### src/rtl/alu_issue_queue_if.sv
// Handshake and ALU-side bus for alu_issue_queue.
// master = command producer / ALU / result consumer side, slave = the queue.
interface alu_issue_queue_if #(
  parameter int TAG_W = 4,
  parameter int CW    = 3
);
  logic             in_valid;
  logic             in_ready;
  logic [3:0]       in_sel;
  logic [7:0]       in_a;
  logic [7:0]       in_b;
  logic [TAG_W-1:0] in_tag;
  logic [7:0]       alu_a;
  logic [7:0]       alu_b;
  logic [3:0]       alu_sel;
  logic [7:0]       alu_out;
  logic             alu_carry;
  logic             out_valid;
  logic             out_ready;
  logic [7:0]       out_result;
  logic             out_carry;
  logic [TAG_W-1:0] out_tag;
  logic [CW-1:0]    fifo_count;

  modport master (
    output in_valid, in_sel, in_a, in_b, in_tag, alu_out, alu_carry, out_ready,
    input  in_ready, alu_a, alu_b, alu_sel, out_valid, out_result, out_carry,
           out_tag, fifo_count
  );

  modport slave (
    input  in_valid, in_sel, in_a, in_b, in_tag, alu_out, alu_carry, out_ready,
    output in_ready, alu_a, alu_b, alu_sel, out_valid, out_result, out_carry,
           out_tag, fifo_count
  );
endinterface

### src/rtl/alu_issue_queue.sv
// Command FIFO + sequencer feeding an external 8-bit ALU. One command is in
// flight at a time; its result is held on the result port until consumed.
module alu_issue_queue #(
  parameter int DEPTH       = 4,
  parameter int ALU_LATENCY = 1,
  parameter int TAG_W       = 4
) (
  input logic            clock,
  input logic            reset,
  alu_issue_queue_if.slave bus
);
  localparam int AW = $clog2(DEPTH);
  localparam int CW = AW + 1;
  localparam int LW = (ALU_LATENCY < 2) ? 1 : $clog2(ALU_LATENCY + 1);

  typedef struct packed {
    logic [3:0]       sel;
    logic [7:0]       a;
    logic [7:0]       b;
    logic [TAG_W-1:0] tag;
  } cmd_t;

  typedef enum logic [1:0] {IDLE, WAIT, HOLD} state_t;

  cmd_t             mem_q [DEPTH];
  logic [AW:0]      wr_ptr_q, rd_ptr_q;   // extra bit distinguishes full from empty
  logic [CW-1:0]    count_q;
  state_t           state_q;
  logic [LW-1:0]    lat_q;
  logic [TAG_W-1:0] tag_q;
  logic [7:0]       alu_a_q, alu_b_q;
  logic [3:0]       alu_sel_q;
  logic             out_valid_q, out_carry_q;
  logic [7:0]       out_result_q;
  logic [TAG_W-1:0] out_tag_q;

  logic in_ready, push, pop;
  cmd_t cmd_in, head;

  // Ready only looks at the registered count, so a same-cycle pop never frees a slot.
  assign in_ready = (count_q < CW'(DEPTH));
  assign push     = bus.in_valid && in_ready;
  assign pop      = (count_q != '0) &&
                    ((state_q == IDLE) || (state_q == HOLD && bus.out_ready));
  assign cmd_in   = '{sel: bus.in_sel, a: bus.in_a, b: bus.in_b, tag: bus.in_tag};
  assign head     = mem_q[rd_ptr_q[AW-1:0]];

  assign bus.in_ready   = in_ready;
  assign bus.alu_a      = alu_a_q;
  assign bus.alu_b      = alu_b_q;
  assign bus.alu_sel    = alu_sel_q;
  assign bus.out_valid  = out_valid_q;
  assign bus.out_result = out_result_q;
  assign bus.out_carry  = out_carry_q;
  assign bus.out_tag    = out_tag_q;
  assign bus.fifo_count = count_q;

  // FIFO storage; contents are don't-care until pushed, so no reset needed.
  always_ff @(posedge clock) begin
    if (push) mem_q[wr_ptr_q[AW-1:0]] <= cmd_in;
  end

  // FIFO pointers and occupancy.
  always_ff @(posedge clock or negedge reset) begin
    if (!reset) begin
      wr_ptr_q <= '0;
      rd_ptr_q <= '0;
      count_q  <= '0;
    end else begin
      if (push) wr_ptr_q <= wr_ptr_q + 1'b1;
      if (pop)  rd_ptr_q <= rd_ptr_q + 1'b1;
      case ({push, pop})
        2'b10:   count_q <= count_q + 1'b1;
        2'b01:   count_q <= count_q - 1'b1;
        default: count_q <= count_q;
      endcase
    end
  end

  // Issue sequencer: pop -> wait ALU_LATENCY edges -> capture -> hold until consumed.
  always_ff @(posedge clock or negedge reset) begin
    if (!reset) begin
      state_q      <= IDLE;
      lat_q        <= '0;
      tag_q        <= '0;
      alu_a_q      <= '0;
      alu_b_q      <= '0;
      alu_sel_q    <= '0;
      out_valid_q  <= 1'b0;
      out_result_q <= '0;
      out_carry_q  <= 1'b0;
      out_tag_q    <= '0;
    end else begin
      if (pop) begin
        alu_a_q   <= head.a;
        alu_b_q   <= head.b;
        alu_sel_q <= head.sel;
        tag_q     <= head.tag;
        lat_q     <= LW'(ALU_LATENCY);
      end
      case (state_q)
        IDLE: if (pop) state_q <= WAIT;
        WAIT: begin
          lat_q <= lat_q - 1'b1;
          if (lat_q == LW'(1)) begin
            out_result_q <= bus.alu_out;
            out_carry_q  <= bus.alu_carry;
            out_tag_q    <= tag_q;
            out_valid_q  <= 1'b1;
            state_q      <= HOLD;
          end
        end
        HOLD: if (bus.out_ready) begin
          out_valid_q <= 1'b0;
          state_q     <= pop ? WAIT : IDLE;
        end
        default: state_q <= IDLE;
      endcase
    end
  end
endmodule
### src/flat_wrapper.sv
// flat-port wrapper written by rule: the top's interface ports become plain ports
module alu_issue_queue_flat 
#(
  parameter int DEPTH       = 4,
  parameter int ALU_LATENCY = 1,
  parameter int TAG_W       = 4
)
  (clock, reset, bus_in_valid, bus_in_sel, bus_in_a, bus_in_b, bus_in_tag, bus_alu_out, bus_alu_carry, bus_out_ready, bus_in_ready, bus_alu_a, bus_alu_b, bus_alu_sel, bus_out_valid, bus_out_result, bus_out_carry, bus_out_tag, bus_fifo_count);
  alu_issue_queue_if #(.TAG_W(TAG_W)) bus_i ();
  input logic clock;
  input logic reset;
  input wire logic [$bits(bus_i.in_valid)-1:0] bus_in_valid;
  input wire logic [$bits(bus_i.in_sel)-1:0] bus_in_sel;
  input wire logic [$bits(bus_i.in_a)-1:0] bus_in_a;
  input wire logic [$bits(bus_i.in_b)-1:0] bus_in_b;
  input wire logic [$bits(bus_i.in_tag)-1:0] bus_in_tag;
  input wire logic [$bits(bus_i.alu_out)-1:0] bus_alu_out;
  input wire logic [$bits(bus_i.alu_carry)-1:0] bus_alu_carry;
  input wire logic [$bits(bus_i.out_ready)-1:0] bus_out_ready;
  output wire logic [$bits(bus_i.in_ready)-1:0] bus_in_ready;
  output wire logic [$bits(bus_i.alu_a)-1:0] bus_alu_a;
  output wire logic [$bits(bus_i.alu_b)-1:0] bus_alu_b;
  output wire logic [$bits(bus_i.alu_sel)-1:0] bus_alu_sel;
  output wire logic [$bits(bus_i.out_valid)-1:0] bus_out_valid;
  output wire logic [$bits(bus_i.out_result)-1:0] bus_out_result;
  output wire logic [$bits(bus_i.out_carry)-1:0] bus_out_carry;
  output wire logic [$bits(bus_i.out_tag)-1:0] bus_out_tag;
  output wire logic [$bits(bus_i.fifo_count)-1:0] bus_fifo_count;
  assign bus_i.in_valid = bus_in_valid;
  assign bus_i.in_sel = bus_in_sel;
  assign bus_i.in_a = bus_in_a;
  assign bus_i.in_b = bus_in_b;
  assign bus_i.in_tag = bus_in_tag;
  assign bus_i.alu_out = bus_alu_out;
  assign bus_i.alu_carry = bus_alu_carry;
  assign bus_i.out_ready = bus_out_ready;
  assign bus_in_ready = bus_i.in_ready;
  assign bus_alu_a = bus_i.alu_a;
  assign bus_alu_b = bus_i.alu_b;
  assign bus_alu_sel = bus_i.alu_sel;
  assign bus_out_valid = bus_i.out_valid;
  assign bus_out_result = bus_i.out_result;
  assign bus_out_carry = bus_i.out_carry;
  assign bus_out_tag = bus_i.out_tag;
  assign bus_fifo_count = bus_i.fifo_count;
  alu_issue_queue #(.DEPTH(DEPTH), .ALU_LATENCY(ALU_LATENCY), .TAG_W(TAG_W)) u_core (.clock(clock), .reset(reset), .bus(bus_i));
endmodule
### config.mk
export PLATFORM = sky130hd
export DESIGN_NAME = alu_issue_queue_flat
export DESIGN_NICKNAME = d
export VERILOG_FILES = /design/src/rtl/alu_issue_queue_if.sv /design/src/rtl/alu_issue_queue.sv /design/src/flat_wrapper.sv
export SDC_FILE = /design/constraint.sdc
export NUM_CORES = 1
export LEC_CHECK = 0
export CORE_MARGIN = 10
export CORE_UTILIZATION = 42
export DETAILED_ROUTE_END_ITERATION = 10
export SLEW_MARGIN = 25
export SYNTH_ARGS = -nofsm -noshare
export SYNTH_HDL_FRONTEND = slang
export SYNTH_SLANG_ARGS = --single-unit
### constraint.sdc
create_clock -name clock -period 3 [get_ports clock]
set_input_delay 0.45 -clock clock [delete_from_list [all_inputs] [get_ports clock]]
set_output_delay 0.45 -clock clock [all_outputs]
set_load 0.03 [all_outputs]
==> impl_metrics.py, run 1 <==
metrics = {
    "run_status": {
        "status": "complete, no violations",
    },
    "drt": {
        "wirelength_mm": 9.897,
        "route.detailed.wl_per_inst_um": 18.46,
        "ant_nets": 0,
        "num_vias": 2610,
        "drc_errors": 0,
        "vias_per_cell": 4.869,
        "drt_iter0_drc": 183,
        "drt_first_pass_iters": 4,
    },
    "clocking": {
        "root_buffer": "clkbuf_16",
        "cts.sinks": 144,
        "clock_path_buffers": 2,
        "cts_tree": "done",
        "ctsResizeCount": 0,
        "clkLatencyLatePin_ns": 0.41,
        "clkTransAtPathRegs_ns": 0.05,
        "h-tree-depth": 4,
        "post_cts_buffers": 0,
        "numCtsBuffers": 17,
    },
    "logic_synthesis": {
        "yosysUniqueCellTypes": 31,
        "synth_seq_area_share_pct": 73.65,
        "synth_largest_area_cell": "edfxtp_1",
        "synthTopCellsByArea": "edfxtp_1, dfrtp_1, mux4_2",
        "synth_top_area_share_pct": 51.99,
        "netlist_area_um2": 5545,
        "synthCells": 259,
        "synth-seq-cells": 144,
        "synth.net_count": 302,
        "ys_warn_count": 0,
        "synth_area_per_cell_um2": 21.41,
    },
    "power": {
        "p_per_area_nw_per_um2": 1110,
        "vdd_ir_drop_max_mv": 0.4580,
        "p_leak_nw": 2.574,
    },
    "critical_path": {
        "worstSetupPathType": "reg -> out",
        "crit_fanout": 4,
        "reg2reg_depth": 6,
        "r2r_setup_slack_ns": 1.19,
        "required_ns": 2.55,
        "cp-start-kind": "register",
        "r2r-end": "u_core.bus.fifo_count[1]",
        "crit_path_end_kind": "output pin",
        "arrival_ns": 1.61,
        "r2r-start": "u_core.bus.fifo_count[2]",
    },
    "sta": {
        "max_slew_margin_pct": 52.10,
        "hold_viol_final": 0,
        "tightest_slew_ns": 0.7165,
        "min_period_ns": 2.057,
        "clock_skew_ns": 0.006886,
        "rsz0062_at_grt": "no",
        "slew_viol_final": 0,
        "final-setup-viol-count": 0,
        "max_freq_mhz": 486.1,
        "timing.final.crit_share_pct": 68.57,
        "fin_tns_setup_ns": 0,
    },
    "global_route": {
        "grt_max_degree": 37,
        "grt-ovfl-total": 0,
        "grt_pass1_wl_mm": 15.77,
        "grt_pass1_vias": 2883,
        "grt.total_usage_pct": 11.64,
        "antenna_found_initial": 0,
    },
    "floorplan": {
        "start_util_pct": 43.41,
        "coreArea_um2": 12770,
        "pin_count": 75,
        "die_w_um": 134.9,
        "dieHeight_um": 134.9,
        "dieArea_um2": 18200,
        "num_rows": 41,
    },
    "final_layout": {
        "fillers": 1007,
        "nNetsFinal": 394,
        "num_antenna_cells": 0,
        "areaGrowthSynthToFinish_pct": 26.47,
        "design_area_um2": 7013,
        "drive_gt1_share_pct": 26.10,
    },
    "hold_path": {
        "min-delay-path-class": "in -> async",
    },
    "placement": {
        "hpwl_mm": 6.062,
        "io_buffers": 74,
        "postPlaceCellArea_um2": 6465,
        "gp_congestion": 0.6660,
    },
    "run": {
        "max_cap_viol_count": 0,
    },
}
## stage by stage
stage | std cells | hold slack, ns | util, % | total power, W | setup slack, ns
3_5_place_dp | 503 | 0.3948 | 50.61 | 0.005986 | 0.6731
3_3_place_gp | 503 | 0.3967 | 50.61 | 0.005931 | 0.7216
5_1_grt | 536 | 0.5244 | 54.90 | 0.008219 | 0.8891
4_1_cts | 536 | 0.5048 | 54.90 | 0.007916 | 0.9155
6_report | 536 | 0.4939 | 54.90 | 0.007785 | 0.9430
2_1_floorplan | 259 | 0.1544 | - | 0.005060 | 0.6671
## power by group
part	switching [W]	leakage [nW]	internal (W)
clock network	0.000722	0.265	0.00117
registers	0.000289	1.43	0.00268
logic	0.00142	0.876	0.00151
## timing repair
action | in CTS | in global routing
endpoints found under the setup margin | 0 | 0
hold buffers | 1 | 0
endpoints found under the hold margin | 12 | 0
## worst max path at each step
| stage | start | end | slack [ns] | cells past startpoint |
|---|---|---|---|---|
| 2_1_floorplan | u_core.bus.fifo_count[0] | u_core.bus.fifo_count[2] | 0.67 | 9 |
| 3_3_place_gp | bus_in_valid | u_core.bus.fifo_count[1] | 0.72 | 7 |
| 3_5_place_dp | bus_in_valid | u_core.bus.fifo_count[1] | 0.67 | 7 |
| 4_1_cts | u_core.bus.fifo_count[2] | bus_in_ready | 0.92 | 2 |
| 5_1_grt | u_core.bus.fifo_count[2] | bus_in_ready | 0.89 | 2 |
| 6_report | u_core.bus.fifo_count[2] | bus_in_ready | 0.94 | 2 |
## cell usage after synthesis (all sizes together)
cell          number
xnor2              3
o21bai             1
nand3              1
nor2b              2
dfrtp             48
and2               4
mux4              24
edfxtp            96
inv                8
buf                7
dlymetal6s2s       1
nor2               2
nor4b              1
o31ai              1
o21ai              2
o21a               1
xor2               3
a21oi              2
ha                 5
nand2              3
nand2b             2
fa                 1
mux2              37
clkbuf             2
nor3               2
## cell type report
class                   instances  area, um^2  share of cell area [%]
clock inverters                 8       66.31                  0.9456
multi-input cells              97        1326                   18.91
well taps                     172       215.2                   3.069
flip-flops and latches        144        4085                   58.25
repair buffers                 83       818.3                   11.67
inverters                       8       30.03                  0.4282
clock buffers                  24       471.7                   6.726
## cells in the final DEF, fill, tap and decap left out, drive strengths merged, types with 2 or more instances in the layout
cell type	n
a21oi	2
and2	4
buf	9
clkbuf	24
clkdlybuf4s50	73
clkinv	6
dfrtp	48
edfxtp	96
ha	5
inv	8
mux2	37
mux4	24
nand2	3
nand2b	2
nor2	2
nor2b	2
nor3	2
o21ai	2
xnor2	3
xor2	3
## metal layers
metal  global-route usage [%]  vias to the layer above  part of all wire (%)  routed length (um)
met1                    13.17                     1338                    41                4077
li1                         -                     1192                     -                   -
met2                    18.65                       69                    50                4936
met3                    4.896                       11                   7.3                 724
met5                        0                        -                     0                   0
met4                    5.623                        0                   1.6                 159
## cells by family (layout without fill, tap and decap cells)
| family | after synthesis | in the layout | synth area share (%) |
|---|---|---|---|
| mux | 61 | 61 | 18.75 |
| flops | 144 | 144 | 73.65 |
| xor+xnor | 6 | 6 | 0.9478 |
| simple gates | 17 | 17 | 1.963 |
| fa+ha+maj | 6 | 6 | 1.489 |
| compound gates | 7 | 7 | 0.7673 |
| buf+inv | 18 | 123 | 2.437 |
## worst max-delay path, stage by stage, from the launching register on
cell and delay [ns]:
dfrtp_1 0.42, inv_1 0.10, clkdlybuf4s50_1 0.68
## registers in the layout, indices dropped and copies added (netlist names)
signal                 cells
u_core.bus.alu_a           8
u_core.bus.alu_b           8
u_core.bus.alu_sel         4
u_core.bus.fifo_count      3
u_core.bus.out_carry       1
u_core.bus.out_result      8
u_core.bus.out_tag         4
u_core.bus.out_valid       1
u_core.lat_q               1
u_core.mem_q              96
u_core.rd_ptr_q            2
u_core.state_q             2
u_core.tag_q               4
u_core.wr_ptr_q            2
Power figures use the tool's default switching activity.
==> run 2, diff against run 1 <==
clock period = 2.1 ns   (was 3 ns; I/O delays follow)
==> run 2 against run 1 <==
Net effect:
- worst hold slack worse by 0.071 ns
- largest cell class unchanged
- die area did not move
- setup slack lost 0.77 ns
==> impl_metrics.py, run 2 (same netlist as run 1, synthesis figures left out) <==
metrics = {
    "run_status": {
        "status": "complete, no violations",
    },
    "sta": {
        "hold_viol_final": 0,
        "slew_viol_final": 0,
        "min_period_ns": 1.932,
        "max_slew_margin_pct": 64.23,
        "final-setup-viol-count": 0,
        "rsz0062_at_grt": "no",
        "clock_skew_ns": 0.007995,
        "max_freq_mhz": 517.6,
        "timing.final.crit_share_pct": 92.00,
        "whs_ns": 0.4231,
        "tightest_slew_ns": 0.5366,
    },
    "power": {
        "p_per_area_nw_per_um2": 1620,
        "p_leak_nw": 2.656,
        "power_w": 0.01165,
        "vdd_ir_drop_max_mv": 0.7610,
    },
    "floorplan": {
        "start_util_pct": 43.41,
        "coreArea_um2": 12770,
        "dieHeight_um": 134.9,
        "dieArea_um2": 18200,
        "num_rows": 41,
        "die_w_um": 134.9,
        "pin_count": 75,
    },
    "clocking": {
        "post_cts_buffers": 0,
        "numCtsBuffers": 17,
        "clkTransAtPathRegs_ns": 0.06,
        "cts.sinks": 144,
        "root_buffer": "clkbuf_16",
        "cts_tree": "done",
        "h-tree-depth": 4,
        "clock_path_buffers": 2,
        "clkLatencyLatePin_ns": 0.41,
    },
    "final_layout": {
        "num_antenna_cells": 0,
        "layout_common_cells": "edfxtp_1, clkdlybuf4s50_1, dfrtp_1, mux4_2, mux2_2",
        "fin_cells": 545,
        "final_util_pct": 56.31,
        "nNetsFinal": 403,
        "areaGrowthSynthToFinish_pct": 29.72,
        "final_common_cell": "edfxtp_1",
        "largest_register_ff_count": 96,
        "drive_gt1_share_pct": 29.49,
        "fillers": 973,
    },
    "global_route": {
        "grt_pass1_wl_mm": 15.98,
        "grt_pass1_vias": 2881,
        "antenna_found_initial": 0,
        "grt-ovfl-total": 0,
        "grt_max_degree": 30,
        "grt.total_usage_pct": 11.75,
    },
    "critical_path": {
        "crit_fanout": 4,
        "arrival_ns": 1.62,
        "required_ns": 1.78,
        "r2r_setup_slack_ns": 0.34,
        "worstPathCellList": "inv_1 -> clkdlybuf4s50_1",
        "critPathSlowestCell": "clkdlybuf4s50_1",
        "worstSetupPathType": "reg -> out",
        "crit_path_end_kind": "output pin",
        "slowest_delay_ns": 0.67,
        "cp-start-kind": "register",
    },
    "placement": {
        "hpwl_mm": 6.702,
        "io_buffers": 74,
        "place_inst": 512,
        "gp_congestion": 0.6839,
    },
    "drt": {
        "drt_iter0_drc": 137,
        "highest_layer": "met4",
        "wirelength_mm": 10.04,
        "route.met2.wl_mm": 5.174,
        "ant_nets": 0,
        "num_vias": 2632,
        "dr_wl_met3_um": 574,
        "route.detailed.wl_per_inst_um": 18.41,
        "wl_met1_mm": 4.156,
        "drt_first_pass_iters": 4,
        "drc_errors": 0,
        "vias_per_cell": 4.829,
    },
    "run": {
        "max_cap_viol_count": 0,
    },
    "hold_path": {
        "min-delay-path-class": "in -> async",
    },
}
[run 2: changes by cell type in the layout (fill, tap and decap cells not counted), moves of 2 or more]
cell / before / now
buf_4: 7 / 16
bufinv_16: 1 / 5
clkbuf_1: 5 / 2
clkbuf_8: 2 / 0
clkinv_1: 1 / 3
clkinv_2: 5 / 3
dfrtp_1: 47 / 44
dfrtp_2: 1 / 4
[run 2: worst max-delay path: cells and delay by family, from the launching register on]
kind	cells	cell delay, ns
buffers and inverters	2	0.76
flip-flops	1	0.44
[run 2: layout make-up]
class                           instances  area, um^2  share of cell area (%)
Inverter                                8       30.03                  0.4175
Timing Repair Buffer                   92       885.9                   12.32
Tap cell                              172       215.2                   2.992
Clock inverter                         13       192.7                   2.679
Clock buffer                           19       432.9                   6.018
Sequential cell                       144        4089                   56.84
Multi-Input combinational cell         97        1348                   18.73
[run 2: final timing paths]
kind | startpoint | endpoint | cells after the start
worst max-delay path | u_core.bus.fifo_count[2] | bus_in_ready | 2
worst max register to register | u_core.state_q[1] | u_core.bus.fifo_count[2] | 8
min in group clock | u_core.bus.out_carry | u_core.bus.out_carry | 1
worst min-delay path | reset | u_core.bus.alu_b[2] | 2
max in group asynchronous | reset | u_core.bus.fifo_count[2] | 3
worst min register to register | u_core.bus.out_carry | u_core.bus.out_carry | 1
[run 2: per-stage QoR]
step	setup TNS (ns)	setup slack (ns)	instance area, um^2
after floorplan	-0.05497	-0.05497	5570
after global placement	0	0.06125	6558
after detailed placement	0	0.03035	6558
after CTS	0	0.1308	7193
after global routing	0	0.08974	7193
final	0	0.1680	7193
[run 2: metal layers]
layer,vias up,GRT usage (%)
li1,1206,-
met3,9,4.748
met1,1351,13.34
met4,0,5.079
met2,66,19.17
met5,-,0
[run 2: power breakdown]
| group | leakage (nW) | total (W) | internal (W) | switching (W) |
|---|---|---|---|---|
| Combinational | 0.924 | 0.00428 | 0.00222 | 0.00206 |
| Sequential | 1.43 | 0.00421 | 0.00383 | 0.000386 |
| Clock | 0.303 | 0.00316 | 0.00209 | 0.00107 |
| Total | 2.66 | 0.0117 | 0.00813 | 0.00352 |
[run 2: repair_timing]
action,in CTS,in global routing
hold buffers,1,0
endpoints found under the hold margin,19,0
resized for setup,0,0
==> run 3, diff against run 2 <==
ABC_AREA = 1   (was default)
==> run 3 against run 2 <==
Net effect:
- register-to-register slack got worse by 0.02 ns
- final cell count rose by 62%
- fmax rose by 1.5%
- worst hold slack got worse by 0.0060 ns
- first-iteration DRC count rose by 39%
- combinational power rose by 7.2%
- count of clock-buffer cells in the layout rose by 1
- non-clock buffer count did not move
- synthesized cell count rose by 130%
- critical path type unchanged
- largest power group unchanged
==> impl_metrics.py, run 3 <==
metrics = {
    "critical_path": {
        "worstSetupPathType": "reg -> out",
        "r2r_setup_slack_ns": 0.32,
        "r2r-start": "u_core.bus.fifo_count[1]",
        "crit_path_end": "bus_in_ready",
        "critPathSlowestCell": "clkdlybuf4s50_1",
        "required_ns": 1.78,
        "startpoint": "u_core.bus.fifo_count[2]",
        "worst-path-stages": 2,
        "worstPathCellList": "inv_2 -> clkdlybuf4s50_1",
        "slowest_delay_ns": 0.68,
        "arrival_ns": 1.59,
        "critPathTopFamily": "buffers and inverters",
        "crit_fanout": 4,
        "reg2reg_depth": 8,
        "path_buf_inv": 2,
        "crit_path_end_kind": "output pin",
        "r2r-end": "u_core.bus.fifo_count[1]",
        "cp-start-kind": "register",
    },
    "sta": {
        "hold_viol_final": 0,
        "timing.final.crit_share_pct": 90.61,
        "final-setup-viol-count": 0,
        "slew_viol_final": 0,
        "tightest_slew_ns": 0.5655,
        "max_freq_mhz": 525.5,
        "clock_skew_ns": 0.003482,
        "min_period_ns": 1.903,
        "rsz0062_at_grt": "no",
        "max_slew_margin_pct": 62.30,
    },
    "logic_synthesis": {
        "synth_seq_area_share_pct": 67.37,
        "synth_largest_area_cell": "edfxtp_1",
        "async_flop_share_pct": 33.33,
        "synth_xor_area_share_pct": 0.5779,
        "synthFlopType": "edfxtp_1",
        "netlist_area_um2": 6062,
        "yosys.area_share.simple_pct": 20.08,
        "yosysMostFrequentCell": "nand2_1",
        "synth.net_count": 645,
        "synth_fa_ha_area_share_pct": 1.362,
        "yosysUniqueCellTypes": 24,
        "synth-compound-area-share_pct": 0.8669,
        "muxShareOfSynthArea_pct": 0,
        "ys_warn_count": 0,
        "synth_top_family_by_area": "simple AND/OR/NAND/NOR gates",
        "synth_edf_count": 96,
        "synthCells": 602,
        "synthTopCellsByArea": "edfxtp_1, dfrtp_1, nand2_1",
        "synth_top_cells_by_count": "nand2_1, inv_1, edfxtp_1",
        "synth_top_area_share_pct": 47.55,
        "synth_area_per_cell_um2": 10.07,
        "synth-seq-cells": 144,
    },
    "floorplan": {
        "dieHeight_um": 140.1,
        "die_w_um": 140.1,
        "num_rows": 43,
        "pin_count": 75,
        "coreArea_um2": 13990,
        "start_util_pct": 43.34,
        "dieArea_um2": 19640,
    },
    "hold_path": {
        "min-delay-path-class": "in -> async",
    },
    "final_layout": {
        "largest_register_ff_count": 96,
        "nNetsFinal": 734,
        "layout_common_cells": "nand2_1, inv_1, edfxtp_1, clkdlybuf4s50_1, nand3_1",
        "final_util_pct": 55.21,
        "areaGrowthSynthToFinish_pct": 27.41,
        "fillers": 1203,
        "final_common_cell": "nand2_1",
        "num_antenna_cells": 0,
        "drive_gt1_share_pct": 9.091,
    },
    "global_route": {
        "grt-ovfl-total": 0,
        "grt_max_degree": 51,
        "antenna_found_initial": 0,
        "grt_pass1_wl_mm": 19.93,
        "grt_pass1_vias": 4042,
        "grt.total_usage_pct": 12.78,
    },
    "clocking": {
        "root_buffer": "clkbuf_16",
        "cts.sinks": 144,
        "h-tree-depth": 4,
        "cts_tree": "done",
        "numCtsBuffers": 17,
        "ctsHoldBuffers": 1,
        "post_cts_buffers": 0,
        "clock_path_buffers": 2,
        "ctsResizeCount": 0,
        "clkLatencyLatePin_ns": 0.42,
        "clkTransAtPathRegs_ns": 0.06,
    },
    "drt": {
        "wirelength_mm": 12.32,
        "ant_nets": 0,
        "drc_errors": 0,
        "route.detailed.wl_per_inst_um": 13.94,
        "vias_per_cell": 4.541,
        "num_vias": 4014,
        "drt_first_pass_iters": 4,
        "drt_iter0_drc": 191,
    },
    "power": {
        "combPwrFrac_pct": 38.1,
        "p_seq_share_pct": 34.2,
        "vdd_ir_drop_max_mv": 0.6592,
        "p_per_area_nw_per_um2": 1561,
        "power_w": 0.01206,
        "switchingPower_w": 0.004332,
        "switching_share_pct": 35.93,
        "p_leak_nw": 3.616,
        "intPower_w": 0.007724,
        "clockPowerShare_pct": 27.8,
    },
    "placement": {
        "gp_congestion": 0.7417,
        "io_buffers": 74,
        "hpwl_mm": 7.912,
    },
    "run_status": {
        "status": "complete, no violations",
    },
    "run": {
        "max_cap_viol_count": 0,
    },
}
run 3: worst min-delay path by stage:
| stage | start | endpoint | slack, ns | cells past startpoint |
|---|---|---|---|---|
| after floorplan | reset | u_core.bus.alu_a[0] | 0.02 | 0 |
| after detailed placement | reset | u_core.bus.out_carry | 0.33 | 2 |
| after CTS | reset | u_core.tag_q[2] | 0.42 | 3 |
| after global placement | reset | u_core.bus.out_carry | 0.32 | 2 |
| final | reset | u_core.bus.out_result[0] | 0.42 | 3 |
| after global routing | bus_alu_out[6] | u_core.bus.out_result[6] | 0.44 | 3 |
run 3: through the flow:
| stage | TNS [ns] | cell area [um^2] | hold slack (ns) | setup WS [ns] | instances |
|---|---|---|---|---|---|
| finish | 0 | 7724 | 0.4170 | 0.1972 | 884 |
| global route | 0 | 7724 | 0.4390 | 0.1355 | 884 |
| CTS | 0 | 7724 | 0.4199 | 0.1632 | 884 |
| detailed placement | 0 | 7046 | 0.3265 | 0.04889 | 851 |
| global placement | 0 | 7046 | 0.3238 | 0.06999 | 851 |
| floorplan | -21.19 | 6065 | 0.01941 | -0.2208 | 602 |
run 3: layout make-up:
cell class              instances  area, um^2  share of cell area, %
inverters                     116       435.4                  5.637
repair buffers                 92       910.9                  11.79
multi-input cells             320        1398                  18.09
clock buffers                  20       456.7                  5.913
flip-flops and latches        144        4086                  52.91
clock inverters                12       211.5                  2.738
well taps                     180       225.2                  2.916
run 3: worst register-to-register path: cells and delay by family, from the launching register on:
family          cells  cell delay (ns)
fa+ha+maj           2             0.62
flops               1             0.41
buf+inv             3             0.29
compound gates      1             0.20
simple gates        2             0.15
run 3: kinds of logic after synthesis:
group	after synthesis
simple gates	302
flops	144
compound gates	8
fa+ha+maj	6
buf+inv	138
xor+xnor	4
run 3: per-layer routing:
metal	GRT usage, %	part of all wire [%]	up-vias
met4	5.924	2.0	0
met3	4.260	4.5	21
met2	20.64	47	82
met5	0	0	-
met1	15.06	46	1882
li1	-	-	2029
run 3: power by group through the flow:
stage               clock network [W]  logic [W]  registers [W]
floorplan                           0    0.00244        0.00482
detailed placement                  0    0.00466        0.00417
CTS                           0.00341    0.00469        0.00413
global route                  0.00353    0.00512        0.00420
finish                        0.00335    0.00459        0.00412
global placement                    0    0.00456        0.00414
==> patch 1: new RTL, settings of run 1 <==
`TAG_W` is set to 4 in 3 places; all go to 6.
--- a/src/rtl/alu_issue_queue_if.sv
+++ b/src/rtl/alu_issue_queue_if.sv
@@ -1,7 +1,7 @@
 // Handshake and ALU-side bus for alu_issue_queue.
 // master = command producer / ALU / result consumer side, slave = the queue.
 interface alu_issue_queue_if #(
-  parameter int TAG_W = 4,
+  parameter int TAG_W = 6,
   parameter int CW    = 3
 );
   logic             in_valid;
--- a/src/rtl/alu_issue_queue.sv
+++ b/src/rtl/alu_issue_queue.sv
@@ -3,7 +3,7 @@
 module alu_issue_queue #(
   parameter int DEPTH       = 4,
   parameter int ALU_LATENCY = 1,
-  parameter int TAG_W       = 4
+  parameter int TAG_W       = 6
 ) (
   input logic            clock,
   input logic            reset,
--- a/src/flat_wrapper.sv
+++ b/src/flat_wrapper.sv
@@ -3,7 +3,7 @@
 #(
   parameter int DEPTH       = 4,
   parameter int ALU_LATENCY = 1,
-  parameter int TAG_W       = 4
+  parameter int TAG_W       = 6
 )
   (clock, reset, bus_in_valid, bus_in_sel, bus_in_a, bus_in_b, bus_in_tag, bus_alu_out, bus_alu_carry, bus_out_ready, bus_in_ready, bus_alu_a, bus_alu_b, bus_alu_sel, bus_out_valid, bus_out_result, bus_out_carry, bus_out_tag, bus_fifo_count);
   alu_issue_queue_if #(.TAG_W(TAG_W)) bus_i ();
Interface: changed (resized bus_in_tag and bus_out_tag); port bits go from 75 to 79. No check against the original RTL was run, so the function may have changed too.
==> patch 1 against run 1 <==
- utilization is 0.35 points lower
- area after synthesis grew 7.6%
- total power increased by 8.3%
- final area grew 8.0%
- count of clock-buffer cells in the layout fell by 6
- routed wire length increased by 6.8%
- critical endpoint unchanged
- non-clock buffer count increased by 4
- die area increased by 6.4%
- worst setup slack improved by 0.020 ns
- sequential cell count rose by 12
==> patch 1: results (changes against run 1) <==
[outcome]
status = completed

[synthesis]
synth_nets = 323  ; +7.0%
synthCells = 278  ; +7.3%
synth-edff-count = 104  ; +8.3%
synth_common_cells = edfxtp_1, dfrtp_1, mux2_2
synth_xor_area_share_pct = 0.8809  ; -0.067 points
synthAdderAreaFrac_pct = 1.384  ; -0.10 points

[timing]
timing.fmax_ghz = 0.4910  ; +1.0%
finClkSkew_ns = 0.003817  ; -0.003068 ns
worst_pin_slew_ns = 0.6482  ; -0.06829 ns

[finish]
nets = 418  ; +6.1%
nMultiInputCombCells = 103  ; +6.2%
area_share_nonclk_buffers_pct = 11.30  ; -0.37 points
n_clock_buffer = 18  ; -25%
drive_gt1_share_pct = 27.46  ; +1.4 points
regArea_mm2 = 0.004425  ; +8.3%

[power_and_ir_drop]
leakage_uw = 0.002783  ; +8.1%

[setup_path]
reg2reg_to = u_core.bus.alu_sel[0]$_DFFE_PN0P_
r2r_cells = 3  ; -3
rrSetupSlack_ns = 1.03  ; -0.16 ns
crit_arrival_ns = 1.59  ; -0.02 ns

[drt]
wl_um = 10570  ; +6.8%

[global_routing]
grtUsageTotal_pct = 11.47  ; -0.17 points
grt_pass1_vias = 3011  ; +4.4%

[placement]
hpwl_um = 6656  ; +9.8%

## patch 1: changes by cell type after synthesis, moves of 2 or more
cell / delta
buf_2: +3
nor3_1: +2
dfrtp_1: +4
mux4_1: +4
edfxtp_1: +8
mux2_2: +4
mux4_2: -2
buf_6: -3
## patch 1: worst max-delay path: stages, from the launching register on
cell and delay [ns]:
dfrtp_1 0.40, inv_1 0.10, clkdlybuf4s50_1 0.68
## patch 1: per-layer routing
| metal | wire length [um] | GRT usage [%] | vias to the layer above | share of wire, % |
|---|---|---|---|---|
| met5 | 0 | 0 | - | 0 |
| met3 | 628 | 5.103 | 9 | 5.9 |
| met4 | 118 | 4.613 | 0 | 1.1 |
| met1 | 4569 | 14.08 | 1434 | 43 |
| li1 | - | - | 1270 | - |
| met2 | 5258 | 17.31 | 70 | 50 |
## patch 1: power by group
group          internal, uW  total [uW]  switching (uW)  leakage [uW]
logic                  1590        3050            1460      0.000938
clock network          1380        2170             788      0.000293
registers              2900        3220             325       0.00155
==> patch 2: new RTL, config.mk and constraints of run 1 <==
Made on the original files. Re-encode `state_t` (3 states) as one-hot, 3 bits wide.
--- a/src/rtl/alu_issue_queue.sv
+++ b/src/rtl/alu_issue_queue.sv
@@ -20,7 +20,7 @@
     logic [TAG_W-1:0] tag;
   } cmd_t;
 
-  typedef enum logic [1:0] {IDLE, WAIT, HOLD} state_t;
+  typedef enum logic [2:0] {IDLE = 3'b001, WAIT = 3'b010, HOLD = 3'b100} state_t;
 
   cmd_t             mem_q [DEPTH];
   logic [AW:0]      wr_ptr_q, rd_ptr_q;   // extra bit distinguishes full from empty
Function: no difference found for any inputs over 10 cycles, from zero or initial values and one cycle with reset low; not proved beyond that.
==> patch 2 against run 1 <==
- the run now ends with hold timing left
- critical endpoint unchanged
- total power increased by 5.2%
- highest routed layer unchanged
- critical path type unchanged
- area after synthesis increased by 0.32%
- final area increased by 2.3%
- cell count rose by 2.6%
- routed wire length is 0.58% higher
- sequential cell count up 1
- worst setup slack better by 0.0037 ns
- count of clock-buffer cells in the layout down 6
==> patch 2: results (changes against run 1) <==
[outcome]
status = complete, but fails checks
violations = hold timing

[global_routing]
gr-usage-met1_pct = 13.10  ; -0.066 points
grt_pass1_wl_um = 15850  ; +0.53%
grt_pass1_vias = 2968  ; +2.9%
grt_start_max_net_pins = 31  ; -16%
top_usage_layer = met2
grt_util_met2_pct = 19.15  ; +0.51 points
grtUsageTotal_pct = 11.77  ; +0.13 points
use_met3_pct = 5.156  ; +0.26 points

[drt]
drt_iter0_drc = 116  ; -37%
vias_per_cell = 4.815  ; -1.1%
wl_um = 9954  ; +0.58%
top_layer = met4
met1_length_um = 4119  ; +1.0%
route.met3.wl_um = 652  ; -9.9%
wl_met2_um = 5053  ; +2.4%

[placement]
place_congestion = 0.7346  ; +10%
dp.cells = 518  ; +3.0%
place_ws_ns = 0.5398  ; -0.1333 ns
hpwl_um = 6180  ; +1.9%

[synthesis]
synthArstFlopShare_pct = 33.79  ; +0.46 points
ys_seq_area_share_pct = 73.89  ; +0.24 points
synth_nets = 318  ; +5.3%
synth_area_leaders = edfxtp_1, dfrtp_1, mux4_2, mux2_2, mux2_4
synthDistinctLibCells = 34  ; +9.7%
avgSynthCellArea_um2 = 20.23  ; -5.5%
synth_common_cells = edfxtp_1, dfrtp_1, mux2_2
synth-edff-count = 96  ; unchanged

[worst_hold_path]
min_path_type = input pin to asynchronous set/reset pin

[clocking]
cts_inserted_buffers = 17  ; unchanged
root_buffer = clkbuf_16
cts_max_path_buffers = 2  ; unchanged
clock_latency_ns = 0.42
cts_resized = 0  ; unchanged
holdBufCountCts = 0  ; -1

[finish]
drive_gt1_share_pct = 28.57  ; +2.5 points
nFillCells = 976  ; -3.1%
nets = 408  ; +3.6%
final_cell_count_no_fill = 550  ; +2.6%

[timing]
whs_ns = -0.007214  ; -0.5012 ns
finClkSkew_ns = 0.01030  ; +0.003412 ns
relSlewSlack_pct = 61.52  ; +9.4 points
hold_violations = 10  ; +10

[power_and_ir_drop]
ir_drop_mv = 0.8385  ; +83%
leakage_uw = 0.002610  ; +1.4%

[setup_path]
path_max_fanout = 4  ; unchanged

-- patch 2: cell types whose count changed in the layout (fill, tap and decap cells not counted), sizes merged, moves of 2 or more --
cell            run 1  this run
a2111oi             0         2
or3                 0         2
inv                 8        13
a211oi              0         2
clkbuf             24        18
bufinv              1         6
-- patch 2: path summary, 6_finish.rpt --
| check | startpoint | end | slack [ns] | cells after the start |
|---|---|---|---|---|
| max | u_core.bus.fifo_count[2]$_DFFE_PN0P_ | bus_in_ready | 0.95 | 2 |
| min | reset | u_core.bus.out_result[7]$_DFFE_PN0P_ | -0.007 | 1 |
| max reg2reg | u_core.state_q[2]$_DFFE_PN0P_ | u_core.bus.fifo_count[2]$_DFFE_PN0P_ | 0.96 | 8 |
| min reg2reg | u_core.bus.alu_sel[3]$_DFFE_PN0P_ | u_core.bus.alu_sel[3]$_DFFE_PN0P_ | 0.50 | 1 |
| max in group asynchronous | reset | u_core.state_q[0]$_DFFE_PN1P_ | 2.17 | 2 |
| min in group clock | u_core.bus.alu_sel[3]$_DFFE_PN0P_ | u_core.bus.alu_sel[3]$_DFFE_PN0P_ | 0.50 | 1 |
-- patch 2: cells by family (layout without fill, tap and decap cells) --
| kind of cell | after synthesis | count (layout) | synth area share, % |
|---|---|---|---|
| xor gates and xnor gates | 6 | 6 | 0.9447 |
| muxes | 61 | 61 | 17.68 |
| adders and majority gates | 6 | 6 | 1.484 |
| AOI/OAI and AO/OA | 11 | 11 | 1.484 |
| DFF | 145 | 145 | 73.89 |
| and+or+nand+nor | 22 | 22 | 2.384 |
| buffers and inverters | 24 | 127 | 2.137 |
-- patch 2: worst max-delay path, stage by stage, from the launching register on --
cell	delay (ns)
dfrtp_1	0.41
inv_1	0.10
clkdlybuf4s50_1	0.68
-- patch 2: through the flow --
stage | area, um^2 | power, uW | hold WS [ns]
4_1_cts | 7174 | 8354 | 0.002388
2_1_floorplan | 5563 | 5012 | 0.1544
6_report | 7174 | 8191 | -0.007214
5_1_grt | 7174 | 8643 | 0.01822
3_5_place_dp | 6509 | 5971 | 0.4553
3_3_place_gp | 6509 | 5925 | 0.4621
-- patch 2: final cells by class --
class | count | area, um^2 | area share (%)
clock buffers | 18 | 429.2 | 5.982
clock inverters | 14 | 236.5 | 3.296
inverters | 12 | 45.04 | 0.6278
multi-input cells | 106 | 1334 | 18.59
flip-flops and latches | 145 | 4111 | 57.31
well taps | 172 | 215.2 | 3.000
repair buffers | 83 | 803.3 | 11.20
-- patch 2: report_power, final --
group	leakage, uW	internal (uW)	switching [uW]	total, uW
Combinational	0.000841	1450	1410	2860
Clock	0.000320	1560	775	2330
Sequential	0.00145	2690	299	2990
Total	0.00261	5700	2490	8190
